===== config.mk =====
export PLATFORM = sky130hd
export DESIGN_NAME = piccolo_rp_stream
export DESIGN_NICKNAME = d
export VERILOG_FILES = /design/src/rtl/piccolo_pkg.sv /design/src/rtl/rp_fifo.sv /design/src/rtl/piccolo_rp_stream.sv
export SDC_FILE = /design/constraint.sdc
export NUM_CORES = 1
export LEC_CHECK = 0
export CAP_MARGIN = 0
export CORE_ASPECT_RATIO = 1.2
export CORE_MARGIN = 3
export CORE_UTILIZATION = 50
export DETAILED_ROUTE_END_ITERATION = 8
export PLACE_DENSITY_LB_ADDON = 0.2
export RECOVER_POWER = 25
export SLEW_MARGIN = 20
export SYNTH_ARGS = -nofsm -noshare
export SYNTH_HDL_FRONTEND = slang
export SYNTH_SLANG_ARGS = --single-unit

===== constraint.sdc =====
create_clock -name clk -period 4.15 [get_ports clk]
set_clock_uncertainty 0.1 [all_clocks]
set_input_delay 0.83 -clock clk [delete_from_list [all_inputs] [get_ports clk]]
set_output_delay 0.83 -clock clk [all_outputs]
set_load 0.005 [all_outputs]

===== src/rtl/piccolo_pkg.sv =====
// Shared definitions for the Piccolo round-permutation datapath.
// Provides the per-beat operation encoding and the lane maps used by the
// forward and inverse round permutations (out lane i <- in lane MAP[i]).
package piccolo_pkg;

    typedef enum logic [1:0] {
        RP_FWD = 2'b00,
        RP_INV = 2'b01,
        RP_BYP = 2'b10,
        RP_RSV = 2'b11
    } rp_mode_t;

    localparam int RP_FWD_MAP[8] = '{2, 7, 4, 1, 6, 3, 0, 5};
    localparam int RP_INV_MAP[8] = '{6, 3, 0, 5, 2, 7, 4, 1};

endpackage


===== src/rtl/rp_fifo.sv =====
// Generic synchronous FIFO with a registered head output.
// Ports:
//   clk, rst   clock and synchronous active-high reset
//   push, pop  write/read strobes (push ignored when full, pop when empty)
//   din        write data
//   dout       head entry, registered; reads 0 whenever the FIFO is empty
//   count      current occupancy (0..DEPTH)
// DEPTH must be a power of two so the pointers wrap naturally.
module rp_fifo #(
    parameter int WIDTH = 8,
    parameter int DEPTH = 2
) (
    input  logic                     clk,
    input  logic                     rst,
    input  logic                     push,
    input  logic                     pop,
    input  logic [WIDTH-1:0]         din,
    output logic [WIDTH-1:0]         dout,
    output logic [$clog2(DEPTH):0]   count
);
    import piccolo_pkg::*;

    localparam int AW = $clog2(DEPTH);
    localparam int CW = AW + 1;

    logic [WIDTH-1:0] mem [DEPTH];
    logic [AW-1:0]    wr_ptr_reg;
    logic [AW-1:0]    rd_ptr_reg;
    logic [AW-1:0]    rd_ptr_next;
    logic [CW-1:0]    count_reg;
    logic [WIDTH-1:0] dout_reg;
    logic             full;
    logic             empty;
    logic             do_push;
    logic             do_pop;

    assign full        = (count_reg == CW'(DEPTH));
    assign empty       = (count_reg == '0);
    assign do_push     = push && !full;
    assign do_pop      = pop && !empty;
    assign rd_ptr_next = rd_ptr_reg + AW'(1);

    // Storage carries no reset so it can map onto RAM.
    always_ff @(posedge clk) begin
        if (do_push) begin
            mem[wr_ptr_reg] <= din;
        end
    end

    always_ff @(posedge clk) begin
        if (rst) begin
            wr_ptr_reg <= '0;
            rd_ptr_reg <= '0;
            count_reg  <= '0;
        end else begin
            if (do_push) begin
                wr_ptr_reg <= wr_ptr_reg + AW'(1);
            end
            if (do_pop) begin
                rd_ptr_reg <= rd_ptr_next;
            end
            if (do_push && !do_pop) begin
                count_reg <= count_reg + CW'(1);
            end else if (do_pop && !do_push) begin
                count_reg <= count_reg - CW'(1);
            end
        end
    end

    // The head is kept in its own register so outputs never come from a
    // combinational path. When the FIFO holds at most one entry after this
    // edge the head is taken from din directly, because that entry is
    // being written this same cycle and is not readable from mem yet.
    always_ff @(posedge clk) begin
        if (rst) begin
            dout_reg <= '0;
        end else if (do_pop && (count_reg == CW'(1))) begin
            dout_reg <= do_push ? din : '0;
        end else if (empty && do_push) begin
            dout_reg <= din;
        end else if (do_pop) begin
            dout_reg <= mem[rd_ptr_next];
        end
    end

    assign dout  = dout_reg;
    assign count = count_reg;

endmodule


===== src/rtl/piccolo_rp_stream.sv =====
// Piccolo round-permutation stream unit.
// Applies forward / inverse / bypass round permutation per beat and queues
// {err, tag, data} in an output FIFO.
// Ports:
//   clk, rst                       clock, synchronous active-high reset
//   in_valid/in_ready              input handshake
//   in_data, in_mode, in_tag       state word, operation, sideband tag
//   out_valid/out_ready            output handshake
//   out_data, out_tag, out_err     head beat; err marks reserved mode
//   count                          FIFO occupancy
module piccolo_rp_stream #(
    parameter int LANE_W     = 8,
    parameter int FIFO_DEPTH = 2,
    parameter int TAG_W      = 5
) (
    input  logic                          clk,
    input  logic                          rst,
    input  logic                          in_valid,
    output logic                          in_ready,
    input  logic [8*LANE_W-1:0]           in_data,
    input  logic [1:0]                    in_mode,
    input  logic [TAG_W-1:0]              in_tag,
    output logic                          out_valid,
    input  logic                          out_ready,
    output logic [8*LANE_W-1:0]           out_data,
    output logic [TAG_W-1:0]              out_tag,
    output logic                          out_err,
    output logic [$clog2(FIFO_DEPTH):0]   count
);
    import piccolo_pkg::*;

    localparam int BW = 8 * LANE_W;
    localparam int FW = BW + TAG_W + 1;
    localparam int CW = $clog2(FIFO_DEPTH) + 1;

    rp_mode_t         mode;
    logic [BW-1:0]    fwd_data;
    logic [BW-1:0]    inv_data;
    logic [BW-1:0]    perm_data;
    logic             perm_err;
    logic [FW-1:0]    fifo_din;
    logic [FW-1:0]    fifo_dout;
    logic [CW-1:0]    fifo_count;
    logic             push;
    logic             pop;

    assign mode = rp_mode_t'(in_mode);

    generate
        for (genvar gi = 0; gi < 8; gi++) begin : g_lane
            assign fwd_data[LANE_W*gi +: LANE_W] = in_data[LANE_W*RP_FWD_MAP[gi] +: LANE_W];
            assign inv_data[LANE_W*gi +: LANE_W] = in_data[LANE_W*RP_INV_MAP[gi] +: LANE_W];
        end
    endgenerate

    // Reserved mode passes data through unchanged but flags the beat.
    always_comb begin
        perm_data = in_data;
        perm_err  = 1'b0;
        case (mode)
            RP_FWD:  perm_data = fwd_data;
            RP_INV:  perm_data = inv_data;
            RP_BYP:  perm_data = in_data;
            default: perm_err  = 1'b1;
        endcase
    end

    // Handshakes depend on occupancy only, never on out_ready.
    assign in_ready  = (fifo_count != CW'(FIFO_DEPTH));
    assign out_valid = (fifo_count != '0);
    assign push      = in_valid && in_ready;
    assign pop       = out_valid && out_ready;
    assign fifo_din  = {perm_err, in_tag, perm_data};

    rp_fifo #(
        .WIDTH (FW),
        .DEPTH (FIFO_DEPTH)
    ) u_fifo (
        .clk   (clk),
        .rst   (rst),
        .push  (push),
        .pop   (pop),
        .din   (fifo_din),
        .dout  (fifo_dout),
        .count (fifo_count)
    );

    assign {out_err, out_tag, out_data} = fifo_dout;
    assign count = fifo_count;

endmodule


Word level (Yosys, flattened, before mapping). Memories as Yosys holds them, arrays and structs flattened. Cells that the tools add are included.

Add/subtract/negate cells: 4. Multipliers: 0. Div/mod/pow operators: 0. Order comparisons: 0. Eq/ne operators: 5. Shift-type cells: 0. Multiplexer cells: 10. Bitwise gates (word level): 0. Reduce and logical (&&, ||, !) cells: 18.

Operator list (count): $mux 70 (4); $pmux 64 s2 (1); $logic_and 1x1->1 (8); $eq 2x1->1 const B (2); $eq 2x2->1 const B (2); $logic_not 1->1 (4); $logic_not 2->1 (2); $mux 2 (2); $reduce_bool 2->1 (2); $mux 1 (3); $reduce_bool 3->1 (1); $reduce_or 3->1 (1); $add 1x1->1 const B (2); $add 2x1->2 const B (1); $ne 2x2->1 const B (1); $sub 2x1->2 const B (1).

Register bits: 74. Latch bits: 0. Bits in writable memories: 140. Memory bits (read-only): 0. Bits of input ports: 75. Output and inout port bits: 74. Memories: 1.

Memories: u_fifo.mem (words 2, bits a word 70, rd ports 1, clocked after memory_dff 0, write ports 1, line rp_fifo.sv:26) `logic [WIDTH-1:0] mem [DEPTH];`.

Logic depth before layout (Yosys ltp). Gate-level depths: netlist (run 1).

Word-level depth: 7. Mapped depth: 10. Mapped depth without buffers: 8.

Hierarchy. From an unflattened synthesis (run 1), not the netlist that was laid out.

Cells, all modules: 970. Area total of the unflattened synthesis: 11260.8 um^2.

Modules (own cells, without submodules): rp_fifo (instances 1, cells an instance 752, area an instance 9874.5 um^2, seq. area each 5685.5 um^2); piccolo_rp_stream (instances 1, cells an instance 218, area an instance 1386.3 um^2, seq. area each 0.0 um^2).

Worst setup path after synthesis (run 1). OpenSTA, ideal clock, no wires.

Path kind: input-to-reg. Start: input port in_valid. End: memory u_fifo.mem[0][0] in the netlist's numbering, enable pin. Arrival: 3.896 ns. Required time: 3.551 ns. Setup slack: -0.345 ns. Stages: 2. Buffers on the path: 0. Cell sequence: nand2b_1 nor2_1.

Word-level cells in the longest chain between the ends: 4.

Ends and longest elaborated chain: from (decl) (line piccolo_rp_stream.sv:18) `input logic in_valid,`; $logic_and 1x1->1 (line piccolo_rp_stream.sv:71) `assign push = in_valid && in_ready;`; $logic_and 1x1->1 (line rp_fifo.sv:39) `assign do_push = push && !full;`; $mux 1 (line rp_fifo.sv:45) `if (do_push) begin`; $mux 1 (not written as such) (line rp_fifo.sv:46) `mem[wr_ptr_reg] <= din;`; to (decl) (line rp_fifo.sv:26).

Every way passes these cells.

Final worst setup path (run 1).
Start: input port in_valid. End: register u_fifo.dout_reg[21], in the netlist u_fifo.dout[21].

Word-level cells in the longest chain between the ends: 5. Elaborated cells on any way between the ends: 7. Those cells by class: mux (3); reduce/logical (4).

Ends and longest elaborated chain: $logic_and 1x1->1 (*) (line piccolo_rp_stream.sv:71); $logic_and 1x1->1 (*) (line rp_fifo.sv:39); $logic_and 1x1->1 (line rp_fifo.sv:79) `end else if (empty && do_push) begin`; $mux 70 (line rp_fifo.sv:79); $mux 70 (line rp_fifo.sv:77) `end else if (do_pop && (count_reg == CW'(1))) begin`; to (signal assigned) (line rp_fifo.sv:78) `dout_reg <= do_push ? din : '0;`; to (signal assigned) (line rp_fifo.sv:80) `dout_reg <= din;`; to (signal assigned) (line rp_fifo.sv:82) `dout_reg <= mem[rd_ptr_next];`; to (decl) (line rp_fifo.sv:31) `logic [WIDTH-1:0] dout_reg;`.

Every way passes the cells marked *; elsewhere a longest branch is shown, timed or not. A chain may end at the register's enable or synchronous reset.

==> impl_metrics.py, run 1 <==
metrics = {
    "outcome": {
        "status": "finished, violations left",
        "failed_checks": "max-capacitance violations, max-slew violations",
    },
    "cells_and_area": {
        "antenna_cells": 0,
        "finalNetCount": 1061,
        "post-route-cell-area_um2": 13310,
        "layout-drive-gt1-share_pct": 21.06,
        "final-instance-count-excl-fill": 1267,
        "layout.cells.most_common_list": "140 x sky130_fd_sc_hd__clkdlybuf4s50_1, 140 x sky130_fd_sc_hd__edfxtp_1, 103 x sky130_fd_sc_hd__mux2_2, 73 x sky130_fd_sc_hd__dfxtp_1, 70 x sky130_fd_sc_hd__nor3_1",
        "largest_register_ff_count": 140,
        "fillCellCount": 1726,
        "synthToLayoutAreaGrowth_pct": 20.76,
        "multi_input_area_um2": 4810,
        "seqCellArea_um2": 5687,
    },
    "placement": {
        "port_buffer_count": 148,
        "placement.cell_area_um2": 12590,
        "finalWeightedCongestion": 0.8175,
        "place_hpwl_um": 21160,
        "placedCellCount": 1228,
    },
    "floorplan": {
        "design.core.area_um2": 21340,
        "die_y_um": 168.7,
        "rows": 58,
        "floorplan.die.width_um": 141.5,
        "floorplan.initialDensity_pct": 51.67,
        "die_area_um2": 23870,
        "ios": 149,
    },
    "job": {
        "drv.max_cap_violation_count": 3,
    },
    "timing": {
        "finalSetupViolCount": 0,
        "min_period_over_period_pct": 82.52,
        "final.min_clock_period_ns": 3.424,
        "holdWs_ns": 0.4622,
        "timing.setup.tns_ns": 0,
        "slew_viol_final": 139,
        "max_freq_mhz": 292.0,
        "hold_viol_final": 0,
        "timing.slew.headroom_pct": -37.66,
        "tightestPinTransition_ns": 2.065,
        "grt_setup_unrepaired": "no",
    },
    "worst_setup_path": {
        "reg2reg_setup_slack_ns": 0.76,
        "setup.worst_path.class": "primary input to register",
        "worst_r2r_path_depth": 7,
        "crit_chain": "clkdlybuf4s50_1, nand2b_1, inv_2, clkbuf_2, o2111ai_1, a211oi_2",
        "timing.critical_path.arrival_ns": 3.75,
        "cp.required_ns": 4.47,
        "critPathCaptureType": "register",
        "critPathMaxStageDelay_ns": 1.30,
        "critical_path.reg2reg.endpoint": "u_fifo.dout[21]",
        "crit_slowest_cell": "sky130_fd_sc_hd__clkbuf_2",
        "worst_r2r_startpoint": "u_fifo.count[0]",
        "worst_setup_path_start_kind": "primary input",
        "worst-path-max-fanout": 72,
    },
    "clocking": {
        "cts_htree_levels": 1,
        "post_cts_hold_buffer_count": 0,
        "cts_resized": 0,
        "postCtsSetupRepairBufs": 0,
        "worst_setup_hold_path_clk_slew_ns": 0.06,
        "cts_buffers": 22,
        "clk_path_buf_depth": 3,
        "clock_tree.root_cell": "sky130_fd_sc_hd__clkbuf_16",
        "tritoncts": "built",
        "clock_insertion_delay_worst_skew_ns": 0.50,
        "clock-sinks": 214,
    },
    "synth": {
        "yosys.area_share.simple_pct": 7.775,
        "post_synth_edffs": 140,
        "synthMuxAreaShare_pct": 13.78,
        "synth_top_area_share_pct": 38.14,
        "largest_family_of_logic_cells_by_synthesized_area": "compound AO/OA/AOI/OAI gates",
        "synth-compound-area-share_pct": 21.19,
        "synth_area_per_cell_um2": 12.43,
        "synth_top_area_cell": "sky130_fd_sc_hd__edfxtp_1",
        "postSynth.asyncResetShare_pct": 0,
        "synth.top_cells.by_area": "sky130_fd_sc_hd__edfxtp_1 38%, sky130_fd_sc_hd__mux2_2 13%, sky130_fd_sc_hd__dfxtp_1 13%",
        "yosysUniqueCellTypes": 34,
        "fraction_of_the_mapped_netlist_area_in_adder_cells_pct": 0.4540,
        "synth-xor-area-share_pct": 0.3178,
        "synth-warning-count": 0,
        "synth_fp_nets": 966,
        "netlist_instances": 887,
        "synth_top_flop_cell": "sky130_fd_sc_hd__edfxtp_1",
        "synth_seq_cells": 214,
        "seq_area_frac_synth_pct": 51.58,
        "cell_area_synth_um2": 11020,
    },
    "global_route": {
        "grt_use_total_pct": 27.00,
        "largest_net_degree_at_the_start_of_global_routing": 90,
        "number_of_antenna_violations_at_the_first_check_in_global_routing": 1,
        "first_global_vias": 8087,
        "grt_pass1_wl_um": 49390,
        "globalRoute.totalOverflow": 0,
    },
    "route": {
        "drt-pass1-iter-count": 5,
        "remaining_drc_errors": 0,
        "antenna_violating_nets_post_route": 0,
        "routed-via-count": 8285,
        "detail_route.vias_per_cell": 6.539,
        "detailroute.wirelength.met2_um": 15880,
        "avgRoutedWirePerCell_um": 26.46,
        "top_layer_used": "met4",
        "detailedRoute.firstIterationViolations": 824,
        "met3_routed_wirelength_um": 2710,
        "drt-total-wl_um": 33530,
        "wl_met1_um": 13980,
    },
    "min_path": {
        "min-delay-start": "u_fifo.count[1]",
        "hold_path_class": "register to register",
        "hold-path-endpoint": "u_fifo.count[1]",
        "hold_path_depth": 2,
    },
    "power_and_ir_drop": {
        "static-leakage-power_nw": 4.262,
        "sequential_power_share_pct": 38.1,
        "switchingPower_mw": 2.875,
        "clock_power_share_pct": 23.6,
        "switching_share_pct": 33.60,
        "power.density_cell_area_nw_per_um2": 642.6,
        "share_comb_of_total_power_pct": 38.3,
        "peakVddDrop_mv": 0.4740,
        "cell_internal_pwr_mw": 5.680,
    },
}
[metrics by stage]
stage / setup WS [ns] / power, mW / util [%]
finish: 0.7255 / 8.554 / 62.39
global route: 0.6058 / 8.939 / 62.39
floorplan: 0.6559 / 5.171 / -
detailed placement: 1.221 / 6.568 / 59.03
global placement: 1.208 / 6.523 / 59.03
CTS: 1.307 / 8.585 / 62.49
[synth_stat cells (15+ instances only)]
cell                        instances
sky130_fd_sc_hd__a211oi_2          42
sky130_fd_sc_hd__nor3_1            70
sky130_fd_sc_hd__edfxtp_1         140
sky130_fd_sc_hd__o21a_1            64
sky130_fd_sc_hd__clkbuf_1          25
sky130_fd_sc_hd__buf_2             48
sky130_fd_sc_hd__buf_4             15
sky130_fd_sc_hd__o2111ai_1         64
sky130_fd_sc_hd__a211oi_1          23
sky130_fd_sc_hd__mux2_2           132
sky130_fd_sc_hd__dfxtp_1           74
sky130_fd_sc_hd__o211ai_1          64
sky130_fd_sc_hd__nand2b_1          65
[worst max-delay path, delay by kind of cell]
kind | cells | cell delay (ns)
AOI/OAI and AO/OA | 2 | 0.78
and+or+nand+nor | 1 | 0.22
buffers and inverters | 3 | 1.90
[power by group through the flow]
stage / sequential, mW / combinational [mW] / clock [mW]
final: 3.26 / 3.28 / 2.02
after detailed placement: 3.30 / 3.27 / 0
after global routing: 3.31 / 3.50 / 2.13
after CTS: 3.26 / 3.29 / 2.04
after floorplan: 3.16 / 2.01 / 0
after global placement: 3.29 / 3.24 / 0
[worst max path at each step]
stage,start,to,slack [ns],cells past startpoint
3_5_place_dp,in_valid,u_fifo.mem[1][49],1.22,5
3_3_place_gp,out_ready,u_fifo.dout[21],1.21,5
2_1_floorplan,in_valid,u_fifo.mem[1][0],0.66,4
4_1_cts,u_fifo.count[0],out_valid,1.31,4
5_1_grt,u_fifo.count[0],u_fifo.dout[41],0.61,7
6_report,in_valid,u_fifo.dout[21],0.73,6
[logic make-up (layout without fill, tap and decap cells)]
group,count (synthesis),count (layout)
buf+inv,103,213
xor+xnor,4,4
mux,135,135
fa+ha+maj,4,4
simple gates,153,153
flops,214,214
compound gates,274,274
[metal layers]
metal	track usage (%)	vias to the layer above
met5	0	-
met4	9.599	0
met3	4.380	57
met2	42.55	392
met1	37.89	4127
li1	-	3709
[area by class of cell]
cell class,instances,area share [%]
sequential,214,42.72
multi-input combinational,570,36.13
timing repair buffer,168,12.91
clock buffer,34,5.160
tap,270,2.538
clock inverter,5,0.3760
inverter,6,0.1692
No activity file was read; power rests on OpenSTA's default activity.
==> run 2: changes to the inputs <==
Clock period 4.15 ns to 3.1 ns, I/O delays scaled along.
==> run 2 against run 1 <==
The run still ends with max-capacitance violations, max-slew violations left. Register-to-register slack better by 0.07 ns. Critical path depth is 2 lower. Power is 34% higher. Sequential share of layout area is 0.076 points lower. Largest power group unchanged. First-iteration DRC count is 9.5% lower. Global-route usage is 0.36 points lower. Clock power is 27% higher. Largest cell class unchanged. Hold slack better by 0.0021 ns. Final cell count is 0.39% higher. Worst setup slack worse by 0.26 ns. Count of clock-buffer cells in the layout is 3 higher.
==> impl_metrics.py, run 2 (synthesis gave the netlist of run 1 again) <==
metrics = {
    "outcome": {
        "status": "finished, violations left",
        "failed_checks": "max-capacitance violations, max-slew violations",
    },
    "power_and_ir_drop": {
        "static-leakage-power_nw": 4.268,
        "clock_power_share_pct": 22.4,
        "switchingPower_mw": 3.921,
        "peakVddDrop_mv": 0.5063,
        "cell_internal_pwr_mw": 7.525,
        "sequential_power_share_pct": 38.0,
        "share_comb_of_total_power_pct": 39.6,
        "power.density_cell_area_nw_per_um2": 858.4,
        "switching_share_pct": 34.26,
    },
    "worst_setup_path": {
        "crit_cells": 4,
        "critPathMaxStageDelay_ns": 0.50,
        "worst_r2r_path_depth": 7,
        "worst_setup_path_start_kind": "register",
        "worst_r2r_startpoint": "u_fifo.count[0]",
        "critical-path-top-delay-family": "buffers and inverters",
        "critical_path.reg2reg.endpoint": "u_fifo.dout[12]",
        "critPathMostFrequentCell": "sky130_fd_sc_hd__inv_1",
        "critPathCaptureType": "output pin",
        "timing.critical_path.buf_inv": 3,
        "cp.required_ns": 2.38,
        "setup.worst_path.class": "register to output pin",
        "timing.critical_path.arrival_ns": 1.92,
        "crit_slowest_cell": "sky130_fd_sc_hd__clkdlybuf4s50_1",
        "reg2reg_setup_slack_ns": 0.83,
        "worst-path-max-fanout": 12,
        "crit_chain": "inv_1, ha_1, inv_1, clkdlybuf4s50_1",
    },
    "cells_and_area": {
        "post-route-cell-area_um2": 13340,
        "synthToLayoutAreaGrowth_pct": 20.98,
        "layout.cells.most_common_list": "140 x sky130_fd_sc_hd__clkdlybuf4s50_1, 140 x sky130_fd_sc_hd__edfxtp_1, 92 x sky130_fd_sc_hd__mux2_2, 73 x sky130_fd_sc_hd__dfxtp_1, 70 x sky130_fd_sc_hd__nor3_1",
        "final_core_utilization_pct": 62.50,
        "layout-drive-gt1-share_pct": 19.86,
        "largest_register_ff_count": 140,
        "antenna_cells": 0,
        "finalNetCount": 1065,
    },
    "timing": {
        "timing.slew.headroom_pct": -19.70,
        "timing.setup.tns_ns": 0,
        "hold_viol_final": 0,
        "min_period_over_period_pct": 85.10,
        "grt_setup_unrepaired": "no",
        "finalSetupViolCount": 0,
        "slew_viol_final": 66,
        "max_freq_mhz": 379.1,
        "tightestPinTransition_ns": 1.795,
        "final.min_clock_period_ns": 2.638,
    },
    "global_route": {
        "grt_pass1_wl_um": 49570,
        "globalRoute.totalOverflow": 0,
        "use_met1_pct": 38.88,
        "largest_net_degree_at_the_start_of_global_routing": 72,
        "grt_use_met3_pct": 4.493,
        "first_global_vias": 8025,
        "met2_usage_pct": 41.68,
        "grt_use_total_pct": 26.63,
        "number_of_antenna_violations_at_the_first_check_in_global_routing": 0,
        "top_usage_layer": "met2",
    },
    "min_path": {
        "hold-path-endpoint": "u_fifo.count[1]",
        "hold_path_depth": 2,
        "hold_path_class": "register to register",
        "min-delay-start": "u_fifo.count[1]",
    },
    "route": {
        "antenna_violating_nets_post_route": 0,
        "detailedRoute.firstIterationViolations": 746,
        "drt-pass1-iter-count": 5,
        "drt-total-wl_um": 33000,
        "detail_route.vias_per_cell": 6.557,
        "routed-via-count": 8341,
        "remaining_drc_errors": 0,
        "avgRoutedWirePerCell_um": 25.94,
    },
    "floorplan": {
        "die_y_um": 168.7,
        "floorplan.die.width_um": 141.5,
        "floorplan.initialDensity_pct": 51.67,
        "ios": 149,
        "design.core.area_um2": 21340,
        "rows": 58,
        "die_area_um2": 23870,
    },
    "placement": {
        "port_buffer_count": 148,
        "place_hpwl_um": 20310,
        "placement.cell_area_um2": 12650,
        "finalWeightedCongestion": 0.7919,
    },
    "clocking": {
        "clock-sinks": 214,
        "worst_setup_hold_path_clk_slew_ns": 0.06,
        "cts_resized": 0,
        "clock_tree.root_cell": "sky130_fd_sc_hd__clkbuf_16",
        "cts_buffers": 23,
        "post_cts_hold_buffer_count": 0,
        "clock_insertion_delay_worst_skew_ns": 0.51,
        "cts_htree_levels": 1,
        "clk_path_buf_depth": 3,
        "postCtsSetupRepairBufs": 0,
        "tritoncts": "built",
    },
    "job": {
        "drv.max_cap_violation_count": 1,
    },
}
run 2: stage by stage:
step / power, mW / setup WS (ns) / cells / hold slack (ns)
after CTS: 11.50 / 0.4380 / 1272 / 0.4618
final: 11.45 / 0.4619 / 1272 / 0.4643
after detailed placement: 8.927 / 0.5998 / 1231 / 0.4590
after floorplan: 6.915 / 0.4102 / 887 / 0.4372
after global placement: 8.866 / 0.6439 / 1231 / 0.4544
after global routing: 12.01 / 0.3339 / 1272 / 0.4943
run 2: worst max-delay path by stage:
stage / endpoint / startpoint
after floorplan: u_fifo.mem[1][0] / u_fifo.count[0]
after global placement: u_fifo.mem[1][12] / in_valid
after CTS: out_valid / u_fifo.count[0]
final: out_valid / u_fifo.count[0]
after detailed placement: u_fifo.mem[1][12] / in_valid
after global routing: out_valid / u_fifo.count[0]
run 2: worst min-delay path: stages (launching register included):
cell	delay (ns)
sky130_fd_sc_hd__dfxtp_1	0.34
sky130_fd_sc_hd__mux2i_1	0.14
sky130_fd_sc_hd__nor2_1	0.05
run 2: per-layer routing:
| metal | wire (µm) | up-vias |
|---|---|---|
| li1 | - | 3724 |
| met1 | 14280 | 4159 |
| met2 | 15270 | 408 |
| met3 | 2736 | 50 |
| met4 | 714 | 0 |
| met5 | 0 | - |
run 2: layout make-up:
| cell class | instances | area [µm²] |
|---|---|---|
| Fill cell | 1753 | 8000 |
| Sequential cell | 214 | 5687 |
| Multi-Input combinational cell | 570 | 4810 |
| Timing Repair Buffer | 171 | 1783 |
| Clock buffer | 37 | 678.2 |
| Tap cell | 270 | 337.8 |
| Inverter | 6 | 22.52 |
| Clock inverter | 4 | 17.52 |
run 2: power groups by stage:
stage	logic (mW)	registers (mW)	clock network, mW
6_report	4.53	4.35	2.57
5_1_grt	4.87	4.41	2.73
4_1_cts	4.55	4.35	2.60
3_5_place_dp	4.53	4.40	0
3_3_place_gp	4.48	4.39	0
2_1_floorplan	2.69	4.22	0
==> run 3: changes to the inputs <==
Settings changed: CELL_PAD_IN_SITES_DETAIL_PLACEMENT set to 0, CELL_PAD_IN_SITES_GLOBAL_PLACEMENT set to 1, CORE_UTILIZATION 50 to 41.
==> run 3 against run 2 <==
Core utilization fell by 11 points. Critical path depth is 1 higher. Die area is 21% higher. Largest cell class unchanged. Clock power grew 7%. Critical endpoint is now u_fifo.dout[22]. Routed wire length up 2.9%. Fmax is 5.4% lower. The run now ends clean. First-iteration DRC count down 8.4%. Cell area up 1.5%. Register-to-register slack gained 0.03 ns.
==> impl_metrics.py, run 3 (synthesis gave the netlist of run 1 again) <==
metrics = {
    "worst_setup_path": {
        "timing.critical_path.arrival_ns": 3.06,
        "critPathCaptureType": "register",
        "cp.required_ns": 3.37,
        "worst-path-max-fanout": 21,
        "setup.worst_path.class": "primary input to register",
        "worst_setup_path_start_kind": "primary input",
    },
    "clocking": {
        "clock_tree.root_cell": "sky130_fd_sc_hd__clkbuf_16",
        "postCtsSetupRepairBufs": 0,
        "clock_insertion_delay_worst_skew_ns": 0.52,
        "tritoncts": "built",
        "cts_htree_levels": 1,
        "cts_resized": 0,
        "post_cts_hold_buffer_count": 0,
        "clock-sinks": 214,
        "cts_buffers": 24,
        "worst_setup_hold_path_clk_slew_ns": 0.06,
        "clk_path_buf_depth": 3,
    },
    "cells_and_area": {
        "layout-drive-gt1-share_pct": 20.30,
        "layout.cells.most_common_list": "140 x sky130_fd_sc_hd__clkdlybuf4s50_1, 140 x sky130_fd_sc_hd__edfxtp_1, 95 x sky130_fd_sc_hd__mux2_2, 73 x sky130_fd_sc_hd__dfxtp_1, 70 x sky130_fd_sc_hd__nor3_1",
        "antenna_cells": 0,
        "synthToLayoutAreaGrowth_pct": 22.77,
        "fillCellCount": 2325,
        "finalNetCount": 1066,
        "largest_register_ff_count": 140,
    },
    "timing": {
        "timing.setup.tns_ns": 0,
        "final.min_clock_period_ns": 2.788,
        "tightestPinTransition_ns": 1.367,
        "timing.slew.headroom_pct": 8.846,
        "grt_setup_unrepaired": "no",
        "finalSetupViolCount": 0,
        "finalWorstSetupSlack_ns": 0.3119,
        "min_period_over_period_pct": 89.94,
        "hold_viol_final": 0,
        "slew_viol_final": 0,
        "max_freq_mhz": 358.7,
        "holdWs_ns": 0.4529,
    },
    "route": {
        "antenna_violating_nets_post_route": 0,
        "detail_route.vias_per_cell": 5.986,
        "drt-total-wl_um": 33950,
        "detailedRoute.firstIterationViolations": 683,
        "remaining_drc_errors": 0,
        "drt-pass1-iter-count": 5,
        "avgRoutedWirePerCell_um": 25.33,
        "routed-via-count": 8021,
    },
    "min_path": {
        "hold_path_class": "register to register",
    },
    "global_route": {
        "first_global_vias": 7951,
        "grt_use_total_pct": 22.86,
        "grt_pass1_wl_um": 50580,
        "globalRoute.totalOverflow": 0,
        "number_of_antenna_violations_at_the_first_check_in_global_routing": 0,
        "largest_net_degree_at_the_start_of_global_routing": 77,
    },
    "placement": {
        "placement.setup.worst_slack_ns": 0.4854,
        "finalWeightedCongestion": 0.7673,
        "port_buffer_count": 148,
        "place_hpwl_um": 21290,
    },
    "floorplan": {
        "design.core.area_um2": 26350,
        "die_area_um2": 28900,
        "floorplan.initialDensity_pct": 41.83,
        "rows": 65,
        "floorplan.die.width_um": 155.7,
        "ios": 149,
        "die_y_um": 185.6,
    },
    "power_and_ir_drop": {
        "static-leakage-power_nw": 4.319,
        "power.density_cell_area_nw_per_um2": 855.7,
        "peakVddDrop_mv": 0.5007,
    },
    "outcome": {
        "status": "completed",
    },
    "job": {
        "drv.max_cap_violation_count": 0,
    },
}
==> run 3: cell types whose count changed in the layout (fill, tap and decap cells not counted), moves of 2 or more <==
cell and change:
sky130_fd_sc_hd__mux2_1 -3, sky130_fd_sc_hd__clkbuf_16 +3, sky130_fd_sc_hd__clkinv_2 +2, sky130_fd_sc_hd__mux2_2 +3, sky130_fd_sc_hd__clkbuf_8 -2, sky130_fd_sc_hd__buf_12 +5, sky130_fd_sc_hd__buf_4 -5
==> run 3: where the power goes <==
group / switching (mW) / leakage [nW] / internal [mW]
logic: 2.32 / 2.04 / 2.19
clock network: 1.14 / 0.374 / 1.61
registers: 0.469 / 1.91 / 3.86
==> run 3: per-stage QoR <==
stage          area, µm²  std cells  utilization, %  power, mW
6_report           13530       1340           51.36      11.58
5_1_grt            13530       1340           51.36      12.18
4_1_cts            13560       1340           51.45      11.73
3_5_place_dp       12800       1296           48.57      8.950
3_3_place_gp       12800       1296           48.57      8.928
2_1_floorplan      11030        887               -      6.915
==> run 3: routing by layer <==
metal  share of wire (%)  track usage (%)  vias to the layer above
met5                   0                0                        -
met4                 1.7            4.729                        0
met3                 5.6            2.628                       33
met2                  49            38.98                      280
met1                  44            31.69                     3988
li1                    -                -                     3720
==> run 3: final cells by class <==
type	count	area [µm²]	share of cell area (%)
inverter	6	22.52	0.1664
multi-input combinational	570	4802	35.48
clock buffer	38	725.7	5.362
sequential	214	5687	42.02
timing repair buffer	171	1844	13.63
tap	335	419.2	3.097
clock inverter	6	32.53	0.2404
==> run 3: critical path, stage by stage <==
cell                        delay [ns]
sky130_fd_sc_hd__clkbuf_1         0.97
sky130_fd_sc_hd__clkbuf_2         0.61
sky130_fd_sc_hd__mux2_2           0.44
sky130_fd_sc_hd__o2111ai_1        0.28
sky130_fd_sc_hd__a211oi_2         0.11
==> run 3: final timing paths <==
check	cells after the start	startpoint	endpoint	slack [ns]
worst min register to register	2	u_fifo.wr_ptr_reg	u_fifo.wr_ptr_reg	0.45
worst max-delay path	5	in_mode[0]	u_fifo.dout[22]	0.31
worst max register to register	7	u_fifo.count[0]	u_fifo.dout[44]	0.86
worst min-delay path	2	u_fifo.wr_ptr_reg	u_fifo.wr_ptr_reg	0.45
